### src/rtl/pe_row_cfg_seq.sv
// Configuration/run sequencer for one CGRA PE row (LSU + NUM_PE PEs).
// Streams config words onto the row's shared bus, then runs it for a programmed length.
module pe_row_cfg_seq #(
    parameter int NUM_PE = 4,
    parameter int INST_W = 64,
    parameter int CNT_W  = 16
) (
    input  logic              clk,
    input  logic              rst,
    input  logic              cfg_valid,
    output logic              cfg_ready,
    input  logic [INST_W-1:0] cfg_data,
    input  logic              cfg_bcast,
    input  logic              start,
    input  logic [CNT_W-1:0]  run_len,
    input  logic              abort,
    input  logic              cfg_clear,
    output logic [INST_W-1:0] PE_config,
    output logic [NUM_PE:0]   init_sel,
    output logic              init_en,
    output logic              run,
    output logic              busy,
    output logic              done,
    output logic              aborted
);

    localparam int TW = $clog2(NUM_PE + 2);
    localparam logic [TW-1:0] LAST = TW'(NUM_PE + 1);

    typedef enum logic [1:0] {IDLE, LOADED, RUN} state_t;

    state_t            state_q;
    logic [TW-1:0]     tgt_q;
    logic [TW-1:0]     tgt_d;
    logic [CNT_W-1:0]  cnt_q;
    logic [INST_W-1:0] cfg_q;
    logic [NUM_PE:0]   sel_q;
    logic [NUM_PE:0]   sel_d;
    logic              en_q;
    logic              run_q;
    logic              done_q;
    logic              abt_q;
    logic              hs;
    logic              bcast_ok;

    assign cfg_ready = (state_q == IDLE);
    assign hs        = cfg_valid & cfg_ready;
    // A broadcast aimed at the LSU degrades to a plain LSU load.
    assign bcast_ok  = cfg_bcast && (tgt_q != '0);
    assign tgt_d     = bcast_ok ? LAST : tgt_q + TW'(1);

    // Target tgt maps to bit NUM_PE-tgt; a broadcast also covers every lower bit.
    always_comb begin
        sel_d = '0;
        for (int k = 0; k <= NUM_PE; k++) begin
            if (k == NUM_PE - int'(tgt_q) ||
                (bcast_ok && k < NUM_PE - int'(tgt_q)))
                sel_d[k] = 1'b1;
        end
    end

    always_ff @(posedge clk or negedge rst) begin
        if (!rst) begin
            state_q <= IDLE;
            tgt_q   <= '0;
            cnt_q   <= '0;
            cfg_q   <= '0;
            sel_q   <= '0;
            en_q    <= 1'b0;
            run_q   <= 1'b0;
            done_q  <= 1'b0;
            abt_q   <= 1'b0;
        end else begin
            en_q   <= 1'b0;
            sel_q  <= '0;
            done_q <= 1'b0;
            abt_q  <= 1'b0;
            case (state_q)
                IDLE: begin
                    if (hs) begin
                        cfg_q <= cfg_data;
                        en_q  <= 1'b1;
                        sel_q <= sel_d;
                        tgt_q <= tgt_d;
                        if (tgt_d == LAST)
                            state_q <= LOADED;
                    end
                end
                LOADED: begin
                    if (cfg_clear) begin
                        state_q <= IDLE;
                        tgt_q   <= '0;
                    end else if (start) begin
                        if (run_len == '0) begin
                            done_q <= 1'b1;
                        end else begin
                            cnt_q   <= run_len;
                            run_q   <= 1'b1;
                            state_q <= RUN;
                        end
                    end
                end
                RUN: begin
                    // Abort outranks completion on the final cycle.
                    if (abort) begin
                        run_q   <= 1'b0;
                        abt_q   <= 1'b1;
                        cnt_q   <= '0;
                        state_q <= LOADED;
                    end else if (cnt_q == CNT_W'(1)) begin
                        run_q   <= 1'b0;
                        done_q  <= 1'b1;
                        cnt_q   <= '0;
                        state_q <= LOADED;
                    end else begin
                        cnt_q <= cnt_q - CNT_W'(1);
                    end
                end
                default: state_q <= IDLE;
            endcase
        end
    end

    assign PE_config = cfg_q;
    assign init_sel  = sel_q;
    assign init_en   = en_q;
    assign run       = run_q;
    assign busy      = run_q;
    assign done      = done_q;
    assign aborted   = abt_q;

endmodule
### config.mk
export PLATFORM = sky130hd
export DESIGN_NAME = pe_row_cfg_seq
export DESIGN_NICKNAME = d
export VERILOG_FILES = /design/src/rtl/pe_row_cfg_seq.sv
export SDC_FILE = /design/constraint.sdc
export NUM_CORES = 1
export LEC_CHECK = 0
export ABC_AREA = 1
export CORE_MARGIN = 4
export CORE_UTILIZATION = 50
export CTS_BUF_LIST = sky130_fd_sc_hd__clkbuf_8
export DETAILED_ROUTE_END_ITERATION = 7
export GPL_ROUTABILITY_DRIVEN = 0
export GPL_TIMING_DRIVEN = 0
export PLACE_DENSITY = 0.88
export SYNTH_ARGS = -nofsm -noshare
export SYNTH_HDL_FRONTEND = slang
export SYNTH_SLANG_ARGS = --single-unit
### constraint.sdc
create_clock -name clk -period 3 [get_ports clk]
set_input_delay 0.6 -clock clk [delete_from_list [all_inputs] [get_ports clk]]
set_output_delay 0.6 -clock clk [all_outputs]
set_load 0.01 [all_outputs]
---- Yosys cells after proc, flatten, opt, wreduce, memory -nomap -nowiden ----
Cells that the tools add are included.
storage, ports and cells
  output and inout port bits .............. 75
  input bits .............................. 87
  word-level logic and storage cells ...... 98
  flip-flop bits (word level) ............. 94
operators by class
  $lt $le $gt $ge ......................... 5
  bitwise gates (word level) .............. 1
  equality and inequality tests ........... 17
  reductions and logical operators ........ 22
  multiplexer cells ....................... 41
  add/sub/neg operators ................... 3
operators with widths
  kind                   number
  $mux 16                5
  $logic_not 32->1       1
  $pmux 16 s2            1
  $mux 1                 19
  $eq 16x1->1 const B    1
  $logic_not 16->1       1
  $sub 16x1->16 const B  1
  $mux 2                 7
  $mux 5                 2
  $reduce_and 5->1       2
  $mux 3                 3
  $ne 3x3->1 const B     3
  $eq 3x4->1 const A     2
  $lt 3x4->1 const A     2
  $ne 2x2->1 const B     4
  $logic_and 1x1->1      6
  $pmux 2 s3             1
  $pmux 3 s2             1
  $logic_or 1x1->1       5
  $eq 2x4->1 const A     1
  $eq 4x4->1 const A     1
  $lt 1x4->1 const A     1
  $lt 2x4->1 const A     1
  $lt 4x4->1 const A     1
  other kinds (14)       17

---- Longest topological paths before layout ----
Gate-level depths: netlist of the first run.
  depth after elaboration ................. 7
  depth in mapped cells ................... 12
  depth with buffers taken out ............ 11

---- Worst setup path before layout of the first run ----
No wires, ideal clock.
  kind .................................... reg2reg
  start ................................... register tgt_q[0]
  end ..................................... register state_q[0]
  setup slack ............................. 1407 ps
  data arrival time ....................... 1476 ps
  stages on the path, launching flop included .. 12
  cells stage by stage .................... dfrtp_1 inv_1 ha_1 ha_1 inv_1 nand2_1 nand2_1 nand3_1 o21ai_2 nand3_4 nand2_1 nand2_1
on the way
  word-level cells in the longest chain between the ends .. 6
RTL lines
  item                                                 line  source
  start, declared                                      33    logic [TW-1:0] tgt_q;
  start signal, assigned                               84    tgt_q <= tgt_d;
  branches (longest 2 deep; another with $add 3x1->3)  n/a
  $mux 3 (*)                                           50    assign tgt_d = bcast_ok ? LAST : tgt_q + TW'(1);
  $eq 3x3->1 (*)                                       85    if (tgt_d == LAST)
  $ne 2x1->1 (no source line) (*)                      n/a
  $reduce_and 5->1 (no source line) (*)                n/a
  end signal, assigned                                 64    state_q <= IDLE;
  end signal, assigned                                 86    state_q <= LOADED;
  end signal, assigned                                 91    state_q <= IDLE;
  end, declared                                        32    state_t state_q;
Every way passes the cells marked *.
A chain may end at the register's enable or synchronous reset.

---- Worst setup path after layout of the first run ----
  start ................................... register state_q[0]
  end ..................................... output port cfg_ready
on the way
  word-level cells in the longest chain between the ends .. 1
RTL lines
  item             line  source
  $logic_not 2->1  46    assign cfg_ready = (state_q == IDLE);
  end, declared    11    output logic cfg_ready,
Every way passes these cells.

==> results of run 1 <==
## through the flow
stage	worst slack, ps	util [%]
2_1_floorplan	1410	-
3_3_place_gp	-2020	71.7
3_5_place_dp	754	72.0
4_1_cts	702	74.3
5_1_grt	641	74.3
6_report	717	74.3
## worst max-delay path by stage
stage | startpoint | cells past startpoint | to | slack (ps)
3_5_place_dp | run_len[4] | 9 | cnt_q[8] | 750
5_1_grt | state_q[0] | 3 | cfg_ready | 640
2_1_floorplan | tgt_q[0] | 11 | state_q[0] | 1410
3_3_place_gp | rst | 1 | PE_config[21] | -2020
4_1_cts | state_q[0] | 3 | cfg_ready | 700
6_report | state_q[0] | 3 | cfg_ready | 720
## cell type report
class	count	area (um^2)	share of cell area, %
sequential	94	2350	36.1
multi-input combinational	427	1940	29.9
clock buffer	9	124	1.90
timing repair buffer	162	1640	25.1
tap	108	135	2.07
buffer	20	106	1.63
clock inverter	7	80.1	1.23
inverter	36	135	2.07
## cells in the mapped netlist (5+ instances only)
cell type  number
ha_1           12
nand2_1       299
o21ai_1         7
nand3_1        31
buf_2           7
o22ai_1         5
clkbuf_1        9
inv_1          32
nor2_4          6
nor2_1         27
dfrtp_1        94
o21ai_0         9
xor2_1          5
## cells by family after synthesis
| logic type | synth area share [%] |
|---|---|
| adders and majority gates | 3.31 |
| AOI/OAI and AO/OA | 3.47 |
| and+or+nand+nor | 34.9 |
| buffers and inverters | 5.32 |
| xor gates and xnor gates | 1.16 |
| DFF | 51.8 |
## per-layer routing
| metal | wire length (um) | GRT usage [%] | vias to the layer above |
|---|---|---|---|
| li1 | - | - | 2126 |
| met1 | 4880 | 28.9 | 2088 |
| met2 | 6640 | 43.8 | 198 |
| met3 | 1190 | 5.50 | 20 |
| met4 | 177 | 5.78 | 0 |
| met5 | 0 | 0 | - |
## registers in the layout, indices dropped and copies added (netlist names)
register	count
init_sel	5
state_q	2
cnt_q	16
PE_config	64
done	1
init_en	1
aborted	1
busy	1
tgt_q	3
## power by group
part	total (W)	switching (W)	internal, W
registers	0.00223	0.000389	0.00184
logic	0.00316	0.00167	0.00150
clock network	0.000880	0.000481	0.000399
## worst max-delay path: stages (launching register included)
cell and delay (ps):
dfrtp_1 430, inv_1 100, ha_1 230, clkdlybuf4s50_1 560
==> impl_metrics.toml, run 1 <==
[outcome]
outcome = "complete, no violations"

[clock_tree]
post-cts-setup-buffers = 0
clk_path_buf_depth = 2
cts_htree_levels = 3
cts.sinks = 94
clk_latency_ps = 360
cts_hold_buffers = 0
path_clk_slew_ps = 100
cts_resized = 0
cts_tree = "built"
cts-root-buf = "clkbuf_8"
cts_inserted_buffers = 9

[setup_path]
endpoint_kind = "primary output"
cp_data_arrival_time_ps = 1680
critPathMaxFanout = 4
r2r-end = "cnt_q[8]"
reg2reg_from = "state_q[0]"
ff2ff_setup_slack_ps = 1150
worstSetupStartpointType = "flip-flop"
reg2regPathDepth = 6
cp.required_ps = 2400
path_class = "reg -> out"

[synth]
synth_nets = 676
ys_seq_area_share_pct = 51.8
ys_warn_count = 0
syn_area_um2 = 4540
synth_cells = 577
yosysTopAreaCellShare_pct = 51.8
yosys-top-cells-area = "dfrtp_1 (52%), nand2_1 (25%), nand3_1 (3.4%), ha_1 (3.3%), inv_1 (2.6%)"
synth_ff_type = "dfrtp_1"
synth_edf_count = 0
async_reset_ff_share_pct = 100
yosys.cell_types.count = 32
ys_ff_latch = 94
synth.avg_cell_area_um2 = 7.86
yosysTopAreaCell = "dfrtp_1"

[timing]
tightestPinTransition_ps = 496
max_slew_margin_pct = 66.9
finalCritPeriodShare_pct = 76.1
finalCriticalPeriod_ps = 2280
clock_skew_ps = 12.0
finalSetupTns_ps = 0
hold_viol_final = 0
report.final.slew_viol_count = 0
holdWs_ps = 128
fmax_ghz = 0.438
setup_viol = 0
rsz0062_at_grt = "false"

[final_layout]
final_nets = 849
drive_gt1_share_pct = 6.89
fillers = 652
layout_common_cells = "nand2_1 (299), clkdlybuf4s50_1 (160), dfrtp_1 (94)"
final_cells = 863
antennaDiodeCount = 0
fin_area_um2 = 6510
mostFrequentLayoutCell = "nand2_1"
area_delta_synth_final_pct = 43.5

[grt]
grt_pass1_vias = 4282
antenna_found_initial = 0
grt_overflow_total = 0
grt_pass1_wl_um = 20100
grt_max_degree = 75
track_usage_pct = 24.1

[floorplan]
core.rowCount = 34
core_um2 = 8760
dieWidth_um = 103
dieArea_um2 = 10700
io_pins = 162
initial_core_util_pct = 51.8
die_h_um = 103

[detailed_routing]
drc = 0
routed-via-count = 4432
wire_per_inst_um = 14.9
dr.pass1.iters = 6
drt-initial-drc-count = 173
viasPerCell = 5.14
drt-total-wl_um = 12900
ant_nets = 0

[power_and_ir_drop]
p_leak_nw = 3.25
power_density_nw_per_um2 = 963
irDropWorstVdd_mv = 0.462
power.total_w = 0.00627

[placement]
placedInstanceArea_um2 = 6310
placed_cells = 847
portBuffers = 161
dp.final_hpwl_um = 10100

[min_path]
hold_path.class = "in -> async"

[flow_run]
maxCapViolCount = 0
No activity file was read; power rests on OpenSTA's default activity.
==> inputs of run 2 (changes only) <==
CORE_UTILIZATION = 47   (was 50)
PLACE_DENSITY = 0.83   (was 0.88)
clock period = 2.3 ns   (was 3 ns; I/O delays follow)
==> impl_metrics.toml, run 2 (synthesized netlist as in run 1, its figures left out) <==
[outcome]
outcome = "complete, no violations"

[final_layout]
area.sequential_um2 = 2350
mostFrequentLayoutCell = "nand2_1"
layout_common_cells = "nand2_1 (299), clkdlybuf4s50_1 (160), dfrtp_1 (94)"
antennaDiodeCount = 0
final_nets = 849
largest_reg_flops = 64
area_delta_synth_final_pct = 43.6
multiInputGateArea_um2 = 1940
drive_gt1_share_pct = 6.75
final_util_pct = 69.9
fillers = 735

[clock_tree]
cts_inserted_buffers = 9
cts.sinks = 94
cts_hold_buffers = 0
cts_resized = 0
cts_htree_levels = 3
path_clk_slew_ps = 100
post-cts-setup-buffers = 0
clk_latency_ps = 350
clk_path_buf_depth = 2
cts-root-buf = "clkbuf_8"
cts_tree = "built"

[flow_run]
maxCapViolCount = 0

[setup_path]
path_class = "reg -> out"
critPathBufInv = 2
cp.required_ps = 1840
cp_data_arrival_time_ps = 1710
reg2reg_from = "state_q[0]"
endpoint_kind = "primary output"
critical_path.startpoint = "state_q[0]"
crit_family = "buffers and inverters"
critPathMaxFanout = 4
cp_slowest_cell = "clkdlybuf4s50_1"
worstPathCellList = "inv_1, ha_1, clkdlybuf4s50_1"
worstSetupStartpointType = "flip-flop"
cpPeakStageDelay_ps = 570

[grt]
grt_overflow_total = 0
grt_pass1_wl_um = 19800
met2_usage_pct = 38.0
use_met3_pct = 3.83
antenna_found_initial = 0
grt_use_met1_pct = 26.9
grt.busiest_layer = "met2"
grt_max_degree = 49
grt_pass1_vias = 4158
track_usage_pct = 21.8

[timing]
setup_viol = 0
fin_ws_ps = 135
finalCriticalPeriod_ps = 2170
tightestPinTransition_ps = 622
hold_viol_final = 0
clock_skew_ps = 13.7
finalCritPeriodShare_pct = 94.2
report.final.slew_viol_count = 0
rsz0062_at_grt = "false"
max_slew_margin_pct = 58.5
fmax_ghz = 0.462
holdWs_ps = 98.3

[floorplan]
dieArea_um2 = 11300
die_h_um = 106
core.rowCount = 35
io_pins = 162
core_um2 = 9330
initial_core_util_pct = 48.7
dieWidth_um = 106

[detailed_routing]
viasPerCell = 4.77
drt-total-wl_um = 12100
wire_per_inst_um = 13.7
ant_nets = 0
dr.pass1.iters = 4
routed-via-count = 4217
drc = 0
drt-initial-drc-count = 261

[placement]
dp.final_hpwl_um = 9440
pre_cts_ws_ps = 169
portBuffers = 161

[power_and_ir_drop]
power.total_w = 0.00798
irDropWorstVdd_mv = 0.635
power_density_nw_per_um2 = 1220
p_leak_nw = 3.24

[min_path]
hold_path.class = "in -> async"
==> run 2: stage by stage <==
| step | cell area [um^2] | std cells | TNS (ps) |
|---|---|---|---|
| 2_1_floorplan | 4540 | 577 | 0 |
| 3_3_place_gp | 6310 | 867 | -249030 |
| 3_5_place_dp | 6340 | 868 | 0 |
| 4_1_cts | 6520 | 884 | 0 |
| 5_1_grt | 6520 | 884 | 0 |
| 6_report | 6520 | 884 | 0 |
==> run 2: path summary, 6_finish.rpt <==
kind	endpoint	slack, ps	cells after the start
min in group clk	PE_config[33]	490	2
max reg2reg	PE_config[2]	400	7
min reg2reg	PE_config[33]	490	2
max	cfg_ready	130	3
max in group asynchronous	PE_config[60]	1530	2
min	PE_config[22]	100	1
==> run 2: final cells by class <==
class	count	area share, %
Sequential cell	94	36.1
Multi-Input combinational cell	427	29.8
Timing Repair Buffer	162	25.1
Tap cell	129	2.48
Inverter	36	2.07
Clock buffer	9	1.90
Buffer	20	1.63
Clock inverter	7	0.864
==> run 2: per-layer routing <==
metal	share of wire (%)	wire, um
met4	2.4	286
met5	0	0
met3	5.1	621
met2	51	6120
met1	42	5040
==> run 2: where the power goes <==
group	total [W]	internal, W	switching [W]
clock network	0.00103	0.000407	0.000626
logic	0.00405	0.00195	0.00211
registers	0.00289	0.00240	0.000492
==> run 2: worst register-to-register path, delay by kind of cell, from the launching register on <==
kind	cells	cell delay [ps]
buf+inv	3	750
simple gates	3	410
fa+ha+maj	1	260
flops	1	420
==> inputs of run 3 (changes only) <==
CTS_CLUSTER_DIAMETER = 120   (was not set)
==> results of run 3 <==
Same layout as run 2: the final DEF is identical, and so are final timing and power.
